## src/rtl/mem_stage_pkg.sv

```systemverilog
// Shared definitions for the MEM pipeline stage: access FSM encoding and
// the MEM/WB write-back control word with its bubble value.
package mem_stage_pkg;

  typedef enum logic [1:0] {
    ST_IDLE  = 2'd0,
    ST_WAIT  = 2'd1,
    ST_ERROR = 2'd2
  } mem_state_t;

  typedef struct packed {
    logic memtoreg;
    logic regwrite;
  } wb_ctrl_t;

  localparam wb_ctrl_t WB_CTRL_BUBBLE = '{memtoreg: 1'b0, regwrite: 1'b0};

endpackage

```

## src/rtl/mem_stage_mem_wb_reg.sv

```systemverilog
// MEM/WB pipeline register: asynchronous clear, bubble clears the write-back
// controls while the data fields hold their last values.
module mem_wb_reg
  import mem_stage_pkg::*;
(
  input  logic        clk,
  input  logic        reset,
  input  logic        i_bubble,
  input  logic        i_load_en,
  input  logic [31:0] i_readdata,
  input  logic [31:0] i_aluresult,
  input  logic [4:0]  i_writereg,
  input  wb_ctrl_t    i_ctrl,
  output logic [31:0] o_readdata,
  output logic [31:0] o_aluresult,
  output logic [4:0]  o_writereg,
  output wb_ctrl_t    o_ctrl
);

  logic [31:0] r_readdata;
  logic [31:0] r_aluresult;
  logic [4:0]  r_writereg;
  wb_ctrl_t    r_ctrl;

  always_ff @(posedge clk or posedge reset) begin
    if (reset) begin
      r_readdata  <= '0;
      r_aluresult <= '0;
      r_writereg  <= '0;
      r_ctrl      <= WB_CTRL_BUBBLE;
    end else if (i_bubble) begin
      r_ctrl <= WB_CTRL_BUBBLE;
    end else begin
      r_aluresult <= i_aluresult;
      r_writereg  <= i_writereg;
      r_ctrl      <= i_ctrl;
      if (i_load_en) r_readdata <= i_readdata;
    end
  end

  assign o_readdata  = r_readdata;
  assign o_aluresult = r_aluresult;
  assign o_writereg  = r_writereg;
  assign o_ctrl      = r_ctrl;

endmodule

```

## src/rtl/mem_stage.sv

```systemverilog
// MEM stage: branch resolution toward fetch, req/ack data-memory access with
// pipeline stall, MEM/WB register update and a sticky per-access timeout trap.
module mem_stage
  import mem_stage_pkg::*;
#(
  parameter int TIMEOUT = 16
) (
  input  logic        clk,
  input  logic        reset,
  input  logic [31:0] pcbranch_in,
  input  logic        zero_in,
  input  logic [31:0] aluresult_in,
  input  logic [31:0] rd2_in,
  input  logic [4:0]  writereg_in,
  input  logic        branch_in,
  input  logic        memread_in,
  input  logic        memwrite_in,
  input  logic        memtoreg_in,
  input  logic        regwrite_in,
  output logic        pcsrc,
  output logic [31:0] pcbranch_out,
  output logic        stall,
  output logic        dmem_req,
  output logic        dmem_we,
  output logic [31:0] dmem_addr,
  output logic [31:0] dmem_wdata,
  input  logic [31:0] dmem_rdata,
  input  logic        dmem_ack,
  output logic [31:0] readdata_out,
  output logic [31:0] aluresult_out,
  output logic [4:0]  writereg_out,
  output logic        memtoreg_out,
  output logic        regwrite_out,
  output logic        mem_error
);

  localparam int              CNT_W  = $clog2(TIMEOUT + 1);
  localparam logic [CNT_W-1:0] TO_VAL = CNT_W'(TIMEOUT);

  mem_state_t       r_state;
  mem_state_t       w_state_nxt;
  logic [CNT_W-1:0] r_cnt;
  logic             r_mem_error;

  logic     w_memop;
  logic     w_is_load;
  logic     w_timeout_hit;
  logic     w_abort;
  logic     w_bubble;
  wb_ctrl_t w_ctrl_in;
  wb_ctrl_t w_ctrl_out;

  assign pcsrc        = branch_in & zero_in;
  assign pcbranch_out = pcbranch_in;

  // A simultaneous read+write request is executed as a store.
  assign w_memop   = memread_in | memwrite_in;
  assign w_is_load = memread_in & ~memwrite_in;

  assign w_timeout_hit = (r_state == ST_WAIT) & w_memop & ~dmem_ack & (r_cnt == TO_VAL);
  assign w_abort       = w_timeout_hit | ((r_state == ST_ERROR) & w_memop);

  assign dmem_req   = w_memop & (r_state != ST_ERROR);
  assign dmem_we    = memwrite_in;
  assign dmem_addr  = aluresult_in;
  assign dmem_wdata = rd2_in;
  assign stall      = dmem_req & ~dmem_ack & ~w_timeout_hit;
  assign w_bubble   = stall | w_abort;

  always_comb begin
    w_state_nxt = r_state;
    unique case (r_state)
      ST_IDLE:  if (w_memop & ~dmem_ack) w_state_nxt = ST_WAIT;
      ST_WAIT: begin
        if (~w_memop | dmem_ack)  w_state_nxt = ST_IDLE;
        else if (r_cnt == TO_VAL) w_state_nxt = ST_ERROR;
      end
      ST_ERROR: w_state_nxt = ST_ERROR;
      default:  w_state_nxt = ST_IDLE;
    endcase
  end

  always_ff @(posedge clk or posedge reset) begin
    if (reset) begin
      r_state     <= ST_IDLE;
      r_cnt       <= '0;
      r_mem_error <= 1'b0;
    end else begin
      r_state <= w_state_nxt;
      // Counter holds the number of cycles the current request has waited.
      if (w_state_nxt == ST_WAIT)
        r_cnt <= (r_state == ST_WAIT) ? r_cnt + 1'b1 : CNT_W'(1);
      else
        r_cnt <= '0;
      if (w_abort) r_mem_error <= 1'b1;
    end
  end

  assign mem_error = r_mem_error;

  assign w_ctrl_in = '{memtoreg: memtoreg_in, regwrite: regwrite_in};

  mem_wb_reg u_mem_wb_reg (
    .clk         (clk),
    .reset       (reset),
    .i_bubble    (w_bubble),
    .i_load_en   (w_is_load),
    .i_readdata  (dmem_rdata),
    .i_aluresult (aluresult_in),
    .i_writereg  (writereg_in),
    .i_ctrl      (w_ctrl_in),
    .o_readdata  (readdata_out),
    .o_aluresult (aluresult_out),
    .o_writereg  (writereg_out),
    .o_ctrl      (w_ctrl_out)
  );

  assign memtoreg_out = w_ctrl_out.memtoreg;
  assign regwrite_out = w_ctrl_out.regwrite;

endmodule

```

## config.mk

```make
export PLATFORM = sky130hd
export DESIGN_NAME = mem_stage
export DESIGN_NICKNAME = d
export VERILOG_FILES = /design/src/rtl/mem_stage_pkg.sv /design/src/rtl/mem_stage_mem_wb_reg.sv /design/src/rtl/mem_stage.sv
export SDC_FILE = /design/constraint.sdc
export NUM_CORES = 1
export LEC_CHECK = 0
export BUFFER_PORTS_ARGS = -buffer_cell sky130_fd_sc_hd__buf_2
export CAP_MARGIN = 20
export CORE_AREA = 4 4 121 123
export CTS_CLUSTER_SIZE = 8
export DETAILED_ROUTE_END_ITERATION = 10
export DIE_AREA = 0 0 125 127
export GPL_TIMING_DRIVEN = 0
export MAX_ROUTING_LAYER = met4
export SETUP_SLACK_MARGIN = 0.4
export SLEW_MARGIN = 20
export SYNTH_ARGS = -nofsm -noshare
export SYNTH_HDL_FRONTEND = slang
export SYNTH_SLANG_ARGS = --single-unit
```

## constraint.sdc

```tcl
create_clock -name clk -period 3.1 [get_ports clk]
set_clock_uncertainty 0.05 [all_clocks]
set_input_delay 0.62 -clock clk [delete_from_list [all_inputs] [get_ports clk]]
set_output_delay 0.62 -clock clk [all_outputs]
set_load 0.05 [all_outputs]
```

### Yosys cells after proc, flatten, opt, wreduce, memory -nomap -nowiden

Index checks and enable logic that the tools add are counted.

| cells by class | value |
|---|---|
| multiplexer cells | 7 |
| equal/unequal tests | 5 |
| bitwise gates (word level) | 19 |
| add/sub/neg operators | 1 |
| reduce and logical (&&, ||, !) cells | 2 |

Operator list:

| kind | number |
|---|---|
| bitwise AND 1 bit | 10 |
| 2-to-1 mux 5 bit | 2 |
| 2-to-1 mux 2 bit | 4 |
| one-hot mux 2 bit (3 select lines) | 1 |
| adder 5 x 1 -> 5 bit, second input constant | 1 |
| == test 5 bit, second input constant | 1 |
| NOT 1 bit | 5 |
| == test 2 x 1 -> 1 bit, second input constant | 2 |
| OR 1 bit | 4 |
| == test 2 bit, second input constant | 1 |
| zero test 2 bit | 1 |
| inequality test 2 bit, second input constant | 1 |
| AND reduction 2 bit | 1 |

| storage, ports and cells | value |
|---|---|
| input port bits | 142 |
| register bits | 79 |
| output and inout bits | 172 |

### Longest topological paths before layout

Gate-level depths: netlist (run 1).

| logic depth | value |
|---|---|
| word-level depth | 9 |
| mapped depth | 5 |
| depth with buffers taken out | 5 |

### By module

Synthesis (run 1) repeated with hierarchy kept, for this count alone.

| unflattened totals | value |
|---|---|
| cells, all modules | 292 |
| area, all modules | 3911.3 µm² |

By module, submodules not included:

| module | cells an instance | times used | area each (µm²) |
|---|---|---|---|
| mem_wb_reg | 152 | 1 | 2752.6 |
| mem_stage | 140 | 1 | 1158.6 |

### Least setup slack after synthesis (run 1)

OpenSTA, ideal clock, no wires.

| timing path | value |
|---|---|
| kind | input to output |
| from | input port memwrite_in |
| to | output port dmem_req |
| stages | 2 |
| slack | 1.077 ns |
| data arrival time | 1.353 ns |
| cell sequence | nor2_1 nor2_1 |

| between the ends | value |
|---|---|
| cells in the longest elaborated chain, start to end | 2 |

Ends and longest elaborated chain:

| what | line | RTL |
|---|---|---|
| start, declared | mem_stage.sv:17 | `input logic memwrite_in,` |
| OR 1 bit | mem_stage.sv:57 | `assign w_memop = memread_in \| memwrite_in;` |
| bitwise AND 1 bit | mem_stage.sv:63 | `assign dmem_req = w_memop & (r_state != ST_ERROR);` |
| end, declared | mem_stage.sv:23 | `output logic dmem_req,` |

Every way passes these cells.

### Worst setup path after layout (run 1)

| timing path | value |
|---|---|
| from | register r_cnt[0] |
| to | output port stall |

| between the ends | value |
|---|---|
| cells in the longest elaborated chain, start to end | 4 |

Ends and longest elaborated chain:

| what | line | RTL |
|---|---|---|
| start, declared | mem_stage.sv:42 | `logic [CNT_W-1:0] r_cnt;` |
| start signal, assigned | mem_stage.sv:92 | `r_cnt <= (r_state == ST_WAIT) ? r_cnt + 1'b1 : CNT_W'(1);` |
| == test 5 bit | mem_stage.sv:60 | `assign w_timeout_hit = (r_state == ST_WAIT) & w_memop & ~dmem_ack & (r_cnt == TO_VAL);` |
| bitwise AND 1 bit | mem_stage.sv:60 |  |
| NOT 1 bit | mem_stage.sv:67 | `assign stall = dmem_req & ~dmem_ack & ~w_timeout_hit;` |
| bitwise AND 1 bit | mem_stage.sv:67 |  |
| end, declared | mem_stage.sv:22 | `output logic stall,` |

Every way passes these cells.

==> results.txt, run 1 <==
* Status: finished, final reports clean
- Final Instance Count excl. Fillers: 735
* Path type of the worst min-delay path: input pin to async pin
- Number of design-rule violations left by the first detailed-router iteration: 74
- Remaining design rule violation count: 0
- After floorplanning, the core was sized to cover between 10000 and 15000 um2.
* Wire length per cell after detailed routing: ~13 um
- After Yosys synthesis, XOR and XNOR cells account for less than 1% of the synthesized area.
* Area of all placed cells without fillers: 5800 um2
- The worst setup path is of the register to output port kind.
- After legalization and detailed placement, the total HPWL measured between 7000 and 8000 um.
* Later-pin clock latency in the skew report: 0.33 ns
- The worst-case IR drop observed on VDD is 0.348 mV.
- Lkg Pwr: around 0.0032 uW
- Starting density of the core: between 20% and 30%
* Post-synthesis average cell area: 13.7 um2
* Fmax achieved: ~420 MHz
- The die is 125 um wide.
- Entering global routing, the biggest net connects 42 pins.
* # hold bufs at CTS: 0
- Sequential elements use 50.1% of the synthesized area.
- Adder and majority gate portion of the synthesized area: 0.634%
- In this run, placement finished with an instance count of 719.
- By area, the combinational part of the netlist is dominated by multiplexers.
- In the global route stage, overall resource usage came out at 11.7%.
- Vias in the first global route: 3026
- Total Die Area: 15900 um2
- Clock sink count: 79
- #FFs+latches synth: 79
- At the pin with the least slew margin, the transition time is about 0.53 ns.
- Cell taking the most area after synthesis: sky130_fd_sc_hd__dfrtp_1
- Of the cells placed in the final design, the portion with a size suffix greater than 1 is 79.8%.
* Cell count after synthesis: 289
* Number of endpoints with negative hold slack in the final report: 0
- Post-CTS Setup Bufs: 0
- 314 I/O pins were placed.
- RSZ-0062 raised after global routing: false
- Synth Area in Simple Gates: 3.52%
- In the synthesized netlist, mux cells make up 23.3% of the area.
- Number of buffers on the longest clock path: 2
- Vias per cell: between 3 and 4
- Yosys mapped a number of flops with a built-in enable equal to 0.
- CP arrival: 1.70 ns
- Hold is met by 0.279 ns.
* Combined area of all synthesized cells: 3950 um2
* Most used standard cell by instance count after synthesis: sky130_fd_sc_hd__buf_4
- Clock period minus final worst setup slack: between 2 and 2.5 ns
* Chip height: 127 um
* Max incr delay on CP: 0.39 ns
- The first global-routing pass estimated 14800 um of wire.
- Relative to the synthesized area, the layout overhead comes to 47.0%.
- Cell types occupying the most area after synthesis: sky130_fd_sc_hd__dfrtp_1, sky130_fd_sc_hd__buf_4, sky130_fd_sc_hd__mux2_4, sky130_fd_sc_hd__mux2_2, sky130_fd_sc_hd__buf_6
* Total of endpoints with negative setup slack in the final report: 0
- For this run the aggregate overflow at the end of global routing stands at 0.
- Across all setup checks in the final design, the least slack found is 0.728 ns.
* Startpoint type of the worst setup path: register
- Row generation in the floorplan step produced 43 rows.
- At the end of the flow, the number of nets in the layout was 694.
* Final Core Density: between 40% and 50%
* Number of H-tree levels: 3
* Port buffer count: 249
* Proportion of netlist area held by the largest area contributor: 50.1%
- Most used DFF post-synth: sky130_fd_sc_hd__dfrtp_1
* Data required time of the worst path: 2.43 ns
- In this run the power density over the cells is 669 nW/um2.
- Pins Over Slew Limit: 0
- The filler cells instantiated in the layout total between 1000 and 1500.
- Kind of end point of the critical path: output port
- CTS tree: done
- Cts bufs inserted: 9
- Detailed-route via count: about 3000
- The worst pin sits at a relative slew slack of 64.1%.
- Yosys cell types: 26
- Worst-path clk slew: 0.06 ns
* DRT Pass-1 Iters: 4
* Post-synthesis net count: roughly 430
* DP Area: 5440 um2
* Synth warnings: 0
- Fin crit share: 76.5%
- Max-Cap Viols: 0
- Standard cell with the maximum stage delay on the critical path: sky130_fd_sc_hd__dfrtp_1
* Share of flip-flops with an asynchronous set or reset: 100%
- The count of nets left with antenna violations once routing finished came out at 0.
- Worst-path cell chain: inv_1, ha_1, and4bb_2, nand2_1, o21a_1, buf_2
* Commonest cells in the netlist: sky130_fd_sc_hd__buf_4, sky130_fd_sc_hd__dfrtp_1, sky130_fd_sc_hd__mux2_4
- Fraction of the mapped netlist area in compound gates: 1.20%
- Largest fanout on the critical path: 4
* Aggregate routed wire length: 9610 um
- CTS placed an instance of sky130_fd_sc_hd__clkbuf_16 at the clock tree root.
* Worst slack at placement: 1.01 ns
- The number of antenna diodes in the final layout is 0.
- Post-cts sizing count: 0
* Placer's final routability congestion estimate: 0.819
- Antenna violations before repair: 0
## cells in the final DEF, fill, tap and decap left out, drive strengths merged
cell	n
o21a	2
and2	1
xnor2	1
nand2	1
nor2b	3
inv	5
o221ai	1
ha	2
clkinv	1
nand2b	1
nand4b	1
buf	354
a21oi	2
mux2	69
nor3	1
bufinv	4
nand3	2
clkbuf	10
and4bb	1
nor2	7
nor3b	1
dfrtp	79
nand4bb	1
o21ai	2
clkinvlp	1
xor2	2
## power by group
| group | internal, uW | leakage (uW) | switching [uW] |
|---|---|---|---|
| registers | 1170 | 0.000938 | 72.1 |
| logic | 426 | 0.00206 | 945 |
| clock network | 867 | 0.000173 | 404 |
## layout make-up
class,count,area [um2],share of cell area (%)
Sequential cell,79,1980,34.1
Clock inverter,6,133,2.29
Buffer,104,795,13.7
Tap cell,180,225,3.88
Multi-Input combinational cell,101,1160,19.9
Timing Repair Buffer,250,1270,21.8
Clock buffer,10,229,3.95
Inverter,5,21.3,0.367
## sequential cells by signal, indices dropped and copies added, names as in the netlist
| name | count |
|---|---|
| u_mem_wb_reg.o_ctrl | 2 |
| u_mem_wb_reg.o_aluresult | 32 |
| mem_error | 1 |
| u_mem_wb_reg.o_writereg | 5 |
| r_cnt | 5 |
| u_mem_wb_reg.o_readdata | 32 |
| r_state | 2 |
## metal layers
metal / up-vias / share of wire, % / track usage (%)
met5: - / 0 / -
met4: 0 / 1.7 / 4.97
met3: 10 / 8.1 / 2.80
met2: 161 / 52 / 20.6
met1: 1357 / 38 / 12.7
li1: 1386 / - / -
## per-stage QoR
step                      total power [uW]  setup TNS (ns)
after floorplan                       2330               0
after global placement                2630          -45.15
after detailed placement              2650               0
after CTS                             3940               0
after global routing                  4050               0
final                                 3880               0
## critical path, delay by kind of cell, from the launching register on
family	cells	cell delay, ns
AO/OA/AOI/OAI	1	0.11
adder cells (fa/ha/maj)	1	0.18
buffers and inverters	2	0.31
flip-flops	1	0.39
AND/OR/NAND/NOR	2	0.37
## cell families after synthesis
| group | after synthesis |
|---|---|
| buf+inv | 109 |
| flops | 79 |
| mux | 69 |
| simple gates | 20 |
| compound gates | 7 |
| xor+xnor | 3 |
| fa+ha+maj | 2 |
## worst paths after layout
| check | to | slack [ns] | cells past startpoint | start |
|---|---|---|---|---|
| max in group asynchronous | u_mem_wb_reg.o_readdata[15] | 2.14 | 3 | reset |
| min in group clk | mem_error | 0.43 | 2 | mem_error |
| worst min-delay path | u_mem_wb_reg.o_aluresult[25] | 0.28 | 2 | reset |
| worst max register to register | u_mem_wb_reg.o_aluresult[5] | 1.28 | 5 | r_state[0] |
| worst max-delay path | stall | 0.73 | 6 | r_cnt[0] |
| worst min register to register | mem_error | 0.43 | 2 | mem_error |
(Power assumes the default switching activity.)
==> run 2: changes to the inputs <==
--- a/config.mk
+++ b/config.mk
@@ -7,12 +7,13 @@
 export LEC_CHECK = 0
 export BUFFER_PORTS_ARGS = -buffer_cell sky130_fd_sc_hd__buf_2
 export CAP_MARGIN = 20
-export CORE_AREA = 4 4 121 123
+export CORE_AREA = 4 4 120 122
 export CTS_CLUSTER_SIZE = 8
 export DETAILED_ROUTE_END_ITERATION = 10
-export DIE_AREA = 0 0 125 127
+export DIE_AREA = 0 0 124 126
 export GPL_TIMING_DRIVEN = 0
 export MAX_ROUTING_LAYER = met4
+export PLACE_DENSITY = 0.66
 export SETUP_SLACK_MARGIN = 0.4
 export SLEW_MARGIN = 20
 export SYNTH_ARGS = -nofsm -noshare
==> constraint.sdc (replaced) <==
create_clock -name clk -period 2 [get_ports clk]
set_clock_uncertainty 0.05 [all_clocks]
set_input_delay 0.4 -clock clk [delete_from_list [all_inputs] [get_ports clk]]
set_output_delay 0.4 -clock clk [all_outputs]
set_load 0.05 [all_outputs]
==> results.txt, run 2 (same netlist as run 1, synthesis figures left out) <==
* Later-pin clock latency in the skew report: 0.33 ns (about the same)
- P&R area growth vs syn: 57.9%
- Dividing the final minimum period by the clock period gives 102%.
- Wire length per cell after detailed routing: 13.7 um (+4.4%)
* Gr ovfl total: 0 (unchanged)
- Share of post-route cells with drive strength above 1: 81.6% (+1.8 points)
* Sw frac: 37.9% (+1.3 points)
- Worst Setup Path Type: register to output port
* Relative contribution of sequential cells to total power: 32.7% (+0.7 points)
* Net count, final: 720 (+3.7%)
- CP arrival: 1.60 ns (-0.10 ns)
- Met2 demand-to-capacity share in global routing: 21.3% (+0.66 points)
- Total Die Area: 15600 um2 (-1.6%)
- Worst-case headroom to the max-slew limit: 66.0% (+1.8 points)
* Total global-route track usage: 12.2% (+0.46 points)
- The worst setup path is captured at an output port.
- The total negative slack came to -0.0482 ns (-0.0482 ns).
* Lkg Pwr: 0.00342 uW (+8.0%)
- Final worst slack: -0.0482 ns (-0.776 ns)
* Most frequent standard cell in the layout excluding fill and tap cells: sky130_fd_sc_hd__buf_2
* Status: finished, violations left
* DRT Pass-1 Iters: 3 (-1)
* Pins Over Slew Limit: 0 (unchanged)
- Standard cell with the maximum stage delay on the critical path: sky130_fd_sc_hd__dfrtp_1
- The peak supply drop came to 0.475 mV (+37%).
* Total of endpoints with negative setup slack in the final report: 1 (+1)
- Worst-path cell chain: inv_1, ha_1, and4bb_2, nand2_2, o21a_4, buf_8
- The detailed-route vias per instance is 4.08 (+2.8%).
* Starting density of the core: 29.9% (+1.0 points)
- Max-Cap Viols: 0 (unchanged)
* Count of inserted antenna diode cells: 0 (unchanged)
* # rows: 42 (-2.3%)
- The depth of the CTS H-tree was 3 (unchanged).
- Global-route wire length before repair: 14600 um (-1.5%)
- Setup repair after global routing could not meet its margin everywhere.
- The critical path required time is 1.55 ns (-0.88 ns).
- The global routing stage identified its most utilized layer as met2.
- Port buffer count: 249 (unchanged)
- Clock share of power: 29.2% (-3.5 points)
- Pwr per Cell Area: 946 nW/um2 (+41%)
- Worst path buffer plus inverter count: 2 (unchanged)
- The wire length after detailed routing is 10300 um (+7.5%).
* Startpoint type of the worst setup path: register
* Largest fanout on the critical path: 2 (-2)
- Cts bufs inserted: 9 (unchanged)
* CTS tree: done
* Portion of total power attributed to combinational logic: 38.1% (+2.8 points)
- Transition at the pin with the smallest max-transition slack: 0.505 ns (-0.0270 ns)
* Internal power summed over all cells: 3660 uW (+49%)
- The path class of the tightest hold or removal check is input pin to register.
* Clock sink count: 79 (unchanged)
- DIE WIDTH: 124 um (-0.80%)
- The number of primary I/O pins was 314 (unchanged).
- Clock root buffer: sky130_fd_sc_hd__clkbuf_16
- The height of the die is 126 um (-0.79%).
- The post-detailed-placement half-perimeter wirelength came to 8090 um (+3.3%).
- The via count of the first global-routing pass is 3099 (+2.4%).
- The number of hold violations in the final report is 0 (unchanged).
* Top library cells by usage in the layout, fill and taps aside: sky130_fd_sc_hd__buf_2, sky130_fd_sc_hd__buf_4, sky130_fd_sc_hd__dfrtp_1
* Global-route track usage on met3: 3.90% (+1.1 points)
- For this run, the top clock speed supported by timing is 488 MHz.
* Antenna Violating Nets Remaining: 0 (unchanged)
* Global routing met1 resource utilization: 13.1% (+0.44 points)
- The via count of the routed design was 3085 (+5.9%).
- The largest net degree at the start of global routing came to 37 (-12%).
- Clock period minus final worst setup slack: 2.05 ns
* Power dissipated by switching net loads: 2230 uW (+57%)
- Grouping stages by cell kind, the critical path spends the most delay in flip-flops.
- Std-Cell Core Area: 13200 um2 (-3.5%)
- The DRC violation total after the first TritonRoute iteration is 46 (-38%).
- The post-placement worst setup slack is 0.130 ns (-0.879 ns).
- Remaining design rule violation count: 0 (unchanged)
* Worst-path clk slew: 0.06 ns (about the same)
- The number of antenna violations at the first check in global routing was 0 (unchanged).
- The maximum cell stage delay along the critical path came to 0.38 ns (about the same).
* Number of buffers on the longest clock path: 2 (unchanged)
- The global placement routability congestion was 0.760 (-7.3%).
- Violations in the final reports: setup timing
[run 2: worst register-to-register path, stage by stage (launching register included)]
cell and delay [ns]:
sky130_fd_sc_hd__dfrtp_2 0.41, sky130_fd_sc_hd__buf_6 0.13, sky130_fd_sc_hd__nand2b_4 0.08, sky130_fd_sc_hd__buf_6 0.11, sky130_fd_sc_hd__nand4b_4 0.21, sky130_fd_sc_hd__buf_12 0.23
sky130_fd_sc_hd__mux2_4 0.30
[run 2: area by class of cell]
| type | count | area (um2) |
|---|---|---|
| Clock buffer | 11 | 233 |
| Multi-Input combinational cell | 101 | 1250 |
| Clock inverter | 5 | 82.6 |
| Tap cell | 176 | 220 |
| Buffer | 104 | 855 |
| Timing Repair Buffer | 276 | 1590 |
| Sequential cell | 79 | 1980 |
| Fill cell | 1178 | 6960 |
| Inverter | 5 | 22.5 |
[run 2: power groups by stage]
stage	clock, uW	combinational, uW	sequential (uW)
detailed placement	0	2160	1950
global route	1860	2340	1950
global placement	0	2130	1940
finish	1720	2250	1930
floorplan	0	900	2710
CTS	1780	2210	1930
[run 2: per-stage QoR]
stage                     hold WS, ns  cells  total power [uW]  util [%]  instance area (um2)
after floorplan                 0.447    289              3610         -                 3960
after global placement          0.412    714              4070      41.1                 5420
after detailed placement        0.358    716              4100      41.4                 5460
after CTS                       0.234    744              5920      45.4                 5990
after global routing            0.232    757              6160      47.2                 6230
final                           0.241    757              5900      47.2                 6230
[run 2: final timing paths]
check	start	endpoint	slack [ns]	depth (start not counted)
setup / recovery	r_cnt[1]	stall	-0.05	6
hold / removal	regwrite_in	u_mem_wb_reg.o_ctrl[0]	0.24	2
setup reg to reg	r_state[1]	u_mem_wb_reg.o_readdata[16]	0.37	6
hold reg to reg	mem_error	mem_error	0.43	2
max in group asynchronous	reset	u_mem_wb_reg.o_aluresult[22]	0.86	4
min in group asynchronous	reset	u_mem_wb_reg.o_readdata[9]	0.55	3
[run 2: repair_timing]
| item | 4_1_cts | 5_1_grt |
|---|---|---|
| setup endpoints to repair | 39 | 60 |
| endpoints found under the hold margin | 2 | 0 |
| hold buffers | 1 | 0 |
| setup buffers | 10 | 10 |
| cloned | 1 | 3 |
| pin swaps | 3 | 3 |
| resized for setup | 27 | 32 |
[run 2: layer usage]
layer / routed length (um) / part of all wire [%] / up-vias
met2: 5270 / 51 / 190
met1: 3790 / 37 / 1446
met5: 0 / 0 / -
li1: - / - / 1440
met4: 108 / 1.0 / 0
met3: 1160 / 11 / 9
